File: src/rtl/spi_3wire_readback_capture.sv
// Receive side of the 3-wire SPI stage: samples the returning io line on internally
// generated sck edges, deserialises the bits and hands the word out over valid/ready.
module spi_3wire_readback_capture #(
  parameter int MAX_BITS     = 32,
  parameter int SYNC_STAGES  = 2,
  parameter int SAMPLE_DELAY = 2
) (
  input  logic                CLK100MHZ,
  input  logic                reset_n,
  input  logic                io_in,
  input  logic                slave_en,
  input  logic                cs_next,
  input  logic                sck_next,
  input  logic                sample_edge,
  input  logic                lsb_first,
  input  logic [5:0]          num_bits,
  input  logic                rx_ready,
  input  logic                overrun_clr,
  output logic [MAX_BITS-1:0] rx_data,
  output logic                rx_valid,
  output logic                overrun,
  output logic                busy
);

  localparam int CW = $clog2(MAX_BITS + 1);
  localparam int IW = $clog2(MAX_BITS);
  localparam logic [CW-1:0] MAX_NB  = CW'(MAX_BITS);
  localparam logic [6:0]    MAX_NB7 = 7'(MAX_BITS);

  logic [SYNC_STAGES-1:0] sync_q;
  logic                   io_sync;
  logic                   sck_prev;
  logic                   edge_ev;
  logic                   sample;
  logic                   dly_busy;
  logic [CW-1:0]          count;
  logic [MAX_BITS-1:0]    shift_reg;
  logic [CW-1:0]          nb_q;
  logic                   lsb_q;

  logic [CW-1:0]          eff_nb;
  logic [CW-1:0]          cur_nb;
  logic                   cur_lsb;
  logic [MAX_BITS-1:0]    shift_nxt;
  logic [IW-1:0]          bit_idx;
  logic                   word_done;
  logic                   abort;

  assign io_sync = sync_q[SYNC_STAGES-1];

  always_ff @(posedge CLK100MHZ or negedge reset_n) begin
    if (!reset_n) begin
      sync_q   <= '0;
      sck_prev <= 1'b0;
    end else begin
      sync_q   <= {sync_q[SYNC_STAGES-2:0], io_in};
      sck_prev <= sck_next;
    end
  end

  // sample_edge=0 selects the 0->1 transition of sck_next, 1 selects 1->0.
  assign edge_ev = slave_en && cs_next && (sck_next != sck_prev) &&
                   (sample_edge ? sck_prev : sck_next);

  generate
    if (SAMPLE_DELAY == 0) begin : g_no_delay
      assign sample   = edge_ev;
      assign dly_busy = 1'b0;
    end else begin : g_delay
      logic [SAMPLE_DELAY-1:0] dly_q;
      if (SAMPLE_DELAY == 1) begin : g_one
        always_ff @(posedge CLK100MHZ or negedge reset_n) begin
          if (!reset_n) dly_q <= '0;
          else          dly_q <= edge_ev;
        end
      end else begin : g_many
        always_ff @(posedge CLK100MHZ or negedge reset_n) begin
          if (!reset_n) dly_q <= '0;
          else          dly_q <= {dly_q[SAMPLE_DELAY-2:0], edge_ev};
        end
      end
      assign sample   = dly_q[SAMPLE_DELAY-1];
      assign dly_busy = |dly_q;
    end
  endgenerate

  // Word format is taken from the ports at the first bit and frozen until the word ends.
  always_comb begin
    eff_nb = CW'(num_bits);
    if (num_bits == 6'd0 || {1'b0, num_bits} > MAX_NB7) eff_nb = MAX_NB;
    cur_nb  = (count == '0) ? eff_nb : nb_q;
    cur_lsb = (count == '0) ? lsb_first : lsb_q;
    bit_idx = count[IW-1:0];
    shift_nxt = shift_reg;
    if (cur_lsb) shift_nxt[bit_idx] = io_sync;
    else         shift_nxt = {shift_reg[MAX_BITS-2:0], io_sync};
    word_done = sample && ((count + CW'(1)) == cur_nb);
    abort     = !cs_next && !dly_busy;
  end

  always_ff @(posedge CLK100MHZ or negedge reset_n) begin
    if (!reset_n) begin
      count     <= '0;
      shift_reg <= '0;
      nb_q      <= '0;
      lsb_q     <= 1'b0;
    end else if (sample) begin
      if (count == '0) begin
        nb_q  <= eff_nb;
        lsb_q <= lsb_first;
      end
      if (word_done) begin
        count     <= '0;
        shift_reg <= '0;
      end else begin
        count     <= count + CW'(1);
        shift_reg <= shift_nxt;
      end
    end else if (abort) begin
      count     <= '0;
      shift_reg <= '0;
    end
  end

  // Handshake: a word transfers on any edge where rx_valid & rx_ready; rx_valid holds
  // with stable rx_data until then, and a word completing while still unaccepted is dropped.
  always_ff @(posedge CLK100MHZ or negedge reset_n) begin
    if (!reset_n) begin
      rx_data  <= '0;
      rx_valid <= 1'b0;
      overrun  <= 1'b0;
    end else begin
      if (word_done && (!rx_valid || rx_ready)) begin
        rx_data  <= shift_nxt;
        rx_valid <= 1'b1;
      end else if (rx_valid && rx_ready) begin
        rx_valid <= 1'b0;
      end
      if (word_done && rx_valid && !rx_ready) overrun <= 1'b1;
      else if (overrun_clr)                   overrun <= 1'b0;
    end
  end

  assign busy = (count != '0) || dly_busy;

endmodule
File: config.mk
export PLATFORM = sky130hd
export DESIGN_NAME = spi_3wire_readback_capture
export DESIGN_NICKNAME = d
export VERILOG_FILES = /design/src/rtl/spi_3wire_readback_capture.sv
export SDC_FILE = /design/constraint.sdc
export NUM_CORES = 1
export LEC_CHECK = 0
export BUFFER_PORTS_ARGS = -buffer_cell sky130_fd_sc_hd__buf_2
export CORE_MARGIN = 8
export CORE_UTILIZATION = 35
export DETAILED_ROUTE_END_ITERATION = 8
export HOLD_SLACK_MARGIN = 0.02
export SLEW_MARGIN = 20
export SYNTH_ARGS = -nofsm -noshare
export SYNTH_HDL_FRONTEND = slang
export SYNTH_SLANG_ARGS = --single-unit
File: constraint.sdc
create_clock -name CLK100MHZ -period 4.6 [get_ports CLK100MHZ]
set_input_delay 0.46 -clock CLK100MHZ [delete_from_list [all_inputs] [get_ports CLK100MHZ]]
set_output_delay 0.46 -clock CLK100MHZ [all_outputs]
set_load 0.005 [all_outputs]
==> results of run 1 <==
[report_power, final]
part | internal, mW | switching (mW)
sequential | 0.802 | 0.0412
combinational | 0.0941 | 0.130
clock | 0.418 | 0.293
[cells by family (layout without fill, tap and decap cells)]
group / count (synthesis) / in the layout / synth area share, %
buf+inv: 65 / 105 / 6.48
fa+ha+maj: 4 / 4 / 1.13
mux: 48 / 48 / 11.1
simple gates: 177 / 177 / 18.9
flops: 84 / 84 / 47.5
compound gates: 110 / 110 / 13.9
xor+xnor: 5 / 5 / 0.990
[final timing paths]
kind	startpoint	end	slack (ps)	cells after the start
setup / recovery	count[2]	rx_data[22]	1150	8
setup reg to reg	count[2]	rx_data[22]	1150	8
hold / removal	reset_n	rx_data[28]	140	1
min in group CLK100MHZ	io_in	sync_q[0]	230	1
max in group asynchronous	reset_n	shift_reg[4]	3900	1
hold reg to reg	sync_q[0]	sync_q[1]	350	0
[per-layer routing]
metal	vias to the layer above	global-route usage, %	part of all wire (%)
li1	1750	-	-
met1	1599	17.1	49
met2	64	19.5	44
met3	9	3.56	4.7
met4	0	5.94	1.5
met5	-	0	0
[critical path, delay by kind of cell (launching register included)]
| family | cells | cell delay (ps) |
|---|---|---|
| simple gates | 6 | 2280 |
| flops | 1 | 530 |
| buf+inv | 1 | 340 |
| mux | 1 | 210 |
[final cells by class]
cell class,count,area share (%)
sequential,84,41.2
multi-input combinational,344,40.3
timing repair buffer,57,6.31
clock buffer,11,4.57
tap,172,4.22
inverter,32,2.36
clock inverter,5,1.03
[cells in the final DEF, fill, tap and decap left out, drive strengths merged, types with 2 or more instances in the layout]
cell and count:
nand3 31, a21oi 57, mux2 8, nand4 4
o22ai 3, clkbuf 11, dfrtp 84, nor2b 7
or3 2, buf 57, o21ai 39, mux2i 40
ha 4, a21o 2, nand2b 3, xor2 3
inv 32, and3 4, xnor2 2, clkinv 3
nor3 3, and3b 2, nand2 98, nor3b 3
or4 3, nor2 15, a32o 4
[per-stage QoR]
step	cell area (um2)	worst slack (ps)	std cells	util (%)	hold slack (ps)
2_1_floorplan	4420	1780	493	-	164
3_3_place_gp	4810	1300	689	38.6	332
3_5_place_dp	4810	1170	689	38.6	345
4_1_cts	5090	1150	705	40.9	218
5_1_grt	5100	880	705	40.9	209
6_report	5100	1150	705	40.9	143
[synth_stat cells, types with 2 or more instances]
cell type,number,area share (%)
sky130_fd_sc_hd__nand2_1,98,8.3
sky130_fd_sc_hd__dfrtp_1,84,48
sky130_fd_sc_hd__a21oi_1,57,6.4
sky130_fd_sc_hd__mux2i_1,40,9.0
sky130_fd_sc_hd__o21ai_0,36,4.1
sky130_fd_sc_hd__inv_1,32,2.7
sky130_fd_sc_hd__nand3_1,31,3.5
sky130_fd_sc_hd__clkbuf_1,26,2.2
sky130_fd_sc_hd__nor2_1,14,1.2
sky130_fd_sc_hd__mux2_2,7,1.8
sky130_fd_sc_hd__nor2b_1,7,0.99
sky130_fd_sc_hd__a32o_1,4,0.91
sky130_fd_sc_hd__and3_1,4,0.57
sky130_fd_sc_hd__ha_1,4,1.1
sky130_fd_sc_hd__buf_6,3,0.76
sky130_fd_sc_hd__nand2b_1,3,0.42
sky130_fd_sc_hd__nor3b_1,3,0.51
sky130_fd_sc_hd__o21ai_1,3,0.34
sky130_fd_sc_hd__o22ai_1,3,0.42
sky130_fd_sc_hd__or4_1,3,0.51
sky130_fd_sc_hd__xor2_1,3,0.59
sky130_fd_sc_hd__a21o_1,2,0.34
sky130_fd_sc_hd__and3b_1,2,0.40
sky130_fd_sc_hd__buf_2,2,0.23
sky130_fd_sc_hd__nand4_1,2,0.28
sky130_fd_sc_hd__nor3_1,2,0.23
sky130_fd_sc_hd__or3_1,2,0.28
sky130_fd_sc_hd__xnor2_1,2,0.40
==> metrics.cfg, run 1 <==
[run_status]
outcome=complete, no violations

[routing]
wl_per_cell_um=14.1
route.vias.total=3422
routed_wirelength_um=9940
first_pass_iters=4
avgViaCountPerCell=4.85
detail_route.iter0.violations=176
routed_antenna_nets=0
drc_errors=0

[synthesis]
netlist-cell-type-count=42
mappedNetlistNets=513
ys_dominant_reg_cell=sky130_fd_sc_hd__dfrtp_1
yosys_warnings=0
post_synth_instance_area_um2=4420
synth-edff-count=0
yosys_register_bits=84
synth-seq-area-share_pct=47.5
synth.avg_cell_area_um2=8.97
ys_async_sr_fraction_pct=100
netlist_instances=493

[final_layout]
layout-drive-gt1-share_pct=16.5
layout.filler_cells=1217
antennaDiodeCount=0
synthToLayoutAreaGrowth_pct=15.2
num-nets-final=548
flip_flop_and_latch_area_um2=2100
multi_input_area_um2=2050

[timing]
timing.final.crit_period_ps=3450
finalHoldViolCount=0
maxClockFrequency_mhz=290
setup_total_negative_slack_ps=0
rsz_0062_raised_after_global_routing=false
timing.final.max_slew_violations=0
max-slew-margin-rel_pct=31.9
worstMarginPinSlew_ps=1020
period_share_pct=75.0
final.setup_skew_ps=7.01
finalSetupViolations=0

[floorplanning]
die_h_um=128
die_width_um=128
ioPinCount=51
die-area_um2=16500
placementRows=41
core_ar_um2=12500
starting_density_pct=35.5

[power_and_ir_drop]
power_per_cell_area_nw_per_um2=349
peak_supply_drop_mv=0.159
totalPowerFinal_mw=1.78
static-leakage-power_nw=2.21

[grt]
grt_pass1_vias=3364
grt_start_max_net_pins=85
grt_pass1_wl_um=16900
globalRoute.totalOverflow=0
grt_antenna_before_repair=0
grt_use_total_pct=13.0

[placed_design]
hpwl_um=6760
port-buffer-count=50
place_congestion=0.829

[critical_path]
critical_path.cell_chain=or3_1, or4_1, nand4_2, nand4_4, nor4_2, and3_2, buf_4, mux2i_1
cp_max_fo=22
critical-path-slowest-cell=sky130_fd_sc_hd__and3_2
critPathRequiredTime_ps=4860
timing_worst_setup_path_type=reg -> reg
arrival_ps=3710
crit_path_max_incr_delay_ps=670
cp-end-kind=register
critical_path_launch_point_type=register

[cts]
clk_pin_slew_worst_paths_ps=60
tritoncts.num_buffers=9
htree_num_levels=3
worst_skew_pair.late_latency_ps=340
clk_path_buf_depth=2
cts_resized=0
cts_tree=yes
ctsHoldBuffers=0
post_cts_buffers=0
cts.sink_count=84
clock-root-buffer=sky130_fd_sc_hd__clkbuf_16

[hold_path]
hold_class=in -> async

[run]
cap_violations=0

No activity file was read; power rests on OpenSTA's default activity.
==> run 2: changes to the inputs <==
Clock period 4.6 ns to 3.4 ns, I/O delays scaled along.
==> metrics.cfg, run 2 (synthesis gave the netlist of run 1 again) <==
[timing]
setup_total_negative_slack_ps=0  ; unchanged
maxClockFrequency_mhz=322  ; +11%
rsz_0062_raised_after_global_routing=false
finalSetupViolations=0  ; unchanged
max-slew-margin-rel_pct=31.0  ; -0.89 points
worstMarginPinSlew_ps=1030  ; +13.3 ps
finalHoldViolCount=0  ; unchanged
final.setup_skew_ps=7.86  ; +0.853 ps
period_share_pct=91.3  ; +16 points
timing.final.crit_period_ps=3100  ; -345 ps
timing.final.max_slew_violations=0  ; unchanged

[hold_path]
timing.hold.worst.start=io_in
worst_hold_path.endpoint=sync_q[0]
worst_hold_path.num_cells=1
hold_class=in -> reg

[power_and_ir_drop]
clockPowerShare_pct=42.9  ; +2.9 points
power_per_cell_area_nw_per_um2=488  ; +40%
peak_supply_drop_mv=0.255  ; +61%
power_report.internal_total_mw=1.92  ; +46%
static-leakage-power_nw=2.26  ; +2.3%
comb_power_share_pct=11.9  ; -0.7 points
proportion_of_total_power_due_to_net_switching_pct=24.4  ; -1.7 points
pwr-share-seq_pct=45.2  ; -2.2 points
switching_power_mw=0.617  ; +33%

[floorplanning]
die-area_um2=16500  ; unchanged
starting_density_pct=35.5  ; unchanged
core_ar_um2=12500  ; unchanged
ioPinCount=51  ; unchanged
placementRows=41  ; unchanged
die_h_um=128  ; unchanged
die_width_um=128  ; unchanged

[final_layout]
commonest_non_fill_non_tap_cell_in_the_layout=sky130_fd_sc_hd__nand2_1
synthToLayoutAreaGrowth_pct=17.4
antennaDiodeCount=0  ; unchanged
num-nets-final=555  ; +1.3%
flip_flop_and_latch_area_um2=2100  ; unchanged
layout-drive-gt1-share_pct=17.6  ; +1.1 points
layout.filler_cells=1252  ; +2.9%
multi_input_area_um2=2060  ; +0.24%
layout.cells.most_common_list=sky130_fd_sc_hd__nand2_1, sky130_fd_sc_hd__dfrtp_1, sky130_fd_sc_hd__a21oi_1, sky130_fd_sc_hd__buf_2, sky130_fd_sc_hd__mux2i_1
final_util_pct=41.7  ; +0.77 points

[critical_path]
crit_path_max_incr_delay_ps=560  ; -110 ps
worst_setup_slack_for_register_to_register_paths_ps=300  ; -850 ps
critical-path-slowest-cell=sky130_fd_sc_hd__or4_1
logic_depth_of_the_worst_register_to_register_path=8  ; unchanged
cp-end-kind=register
critical_path_launch_point_type=register
critical_path.cell_chain=or3_1, or4_1, nand4_2, nand4_4, nor4_2, and3_2, buf_4, mux2i_1
cp_max_fo=18  ; -18%
timing_worst_setup_path_type=reg -> reg
worstSetupStartpoint=count[2]
critPathRequiredTime_ps=3660  ; -1200 ps
arrival_ps=3360  ; -350 ps
critical-path-top-delay-family=simple AND/OR/NAND/NOR gates
critical_path.reg2reg.startpoint=count[2]
buffers_inverters_on_critical_path=1  ; unchanged
timing.rr.end=rx_data[25]

[grt]
grt_use_total_pct=13.2  ; +0.20 points
globalRoute.totalOverflow=0  ; unchanged
grt_pass1_vias=3399  ; +1.0%
grt_antenna_before_repair=0  ; unchanged
grt_start_max_net_pins=49  ; -42%
grt_pass1_wl_um=17300  ; +2.4%

[cts]
post_cts_buffers=0  ; unchanged
htree_num_levels=3  ; unchanged
cts_tree=yes
clock-root-buffer=sky130_fd_sc_hd__clkbuf_16
tritoncts.num_buffers=9  ; unchanged
worst_skew_pair.late_latency_ps=340  ; about the same
clk_path_buf_depth=2  ; unchanged
clk_pin_slew_worst_paths_ps=60  ; about the same
cts.sink_count=84  ; unchanged

[routing]
routed_antenna_nets=0  ; unchanged
routed_wirelength_um=10300  ; +3.9%
route.vias.total=3540  ; +3.4%
drc_errors=0  ; unchanged
avgViaCountPerCell=4.97  ; +2.4%
wl_per_cell_um=14.5  ; +2.9%
first_pass_iters=4  ; unchanged
detail_route.iter0.violations=228  ; +30%

[placed_design]
place_congestion=0.903  ; +8.9%
port-buffer-count=50  ; unchanged
hpwl_um=7160  ; +5.9%

[run]
cap_violations=0  ; unchanged

[run_status]
outcome=complete, no violations

-- run 2: how the worst max path moves through the flow --
stage / end / cells past startpoint
after global routing: rx_data[29] / 10
after detailed placement: rx_data[17] / 8
after CTS: rx_data[25] / 8
final: rx_data[25] / 8
after global placement: rx_data[17] / 8
after floorplan: rx_data[2] / 11
-- run 2: routing by layer --
metal  wire, um  vias up  share of wire, %  track usage, %
li1           -     1762                 -               -
met1       4920     1684                48            17.7
met2       4630       75                45            19.5
met3        567       19               5.5            3.14
met4        203        0               2.0            6.50
met5          0        -                 0               0
-- run 2: timing repair --
item	in CTS	in global routing
gates resized for setup	0	0
hold buffers	1	0
hold endpoints to repair	32	0
-- run 2: layout make-up --
type	instances	area share [%]
repair buffers	64	6.94
well taps	172	4.14
clock inverters	3	1.30
clock buffers	13	5.20
inverters	32	2.31
multi-input cells	344	39.6
flip-flops and latches	84	40.5
-- run 2: stage by stage --
step           worst slack [ps]  hold WS, ps  cells  area, um2  power, mW
6_report                    297         98.8    712       5190       2.53
5_1_grt                     123         83.4    712       5190       2.67
4_1_cts                     302         85.3    712       5190       2.58
3_5_place_dp                317          318    695       4840       1.47
3_3_place_gp                494          308    695       4840       1.46
2_1_floorplan               579         44.4    493       4420       1.31
-- run 2: power by group through the flow --
stage	registers [mW]	clock network [mW]	logic [mW]
floorplan	1.15	0	0.164
global placement	1.16	0	0.299
detailed placement	1.16	0	0.310
CTS	1.14	1.12	0.311
global route	1.16	1.16	0.345
finish	1.14	1.09	0.302
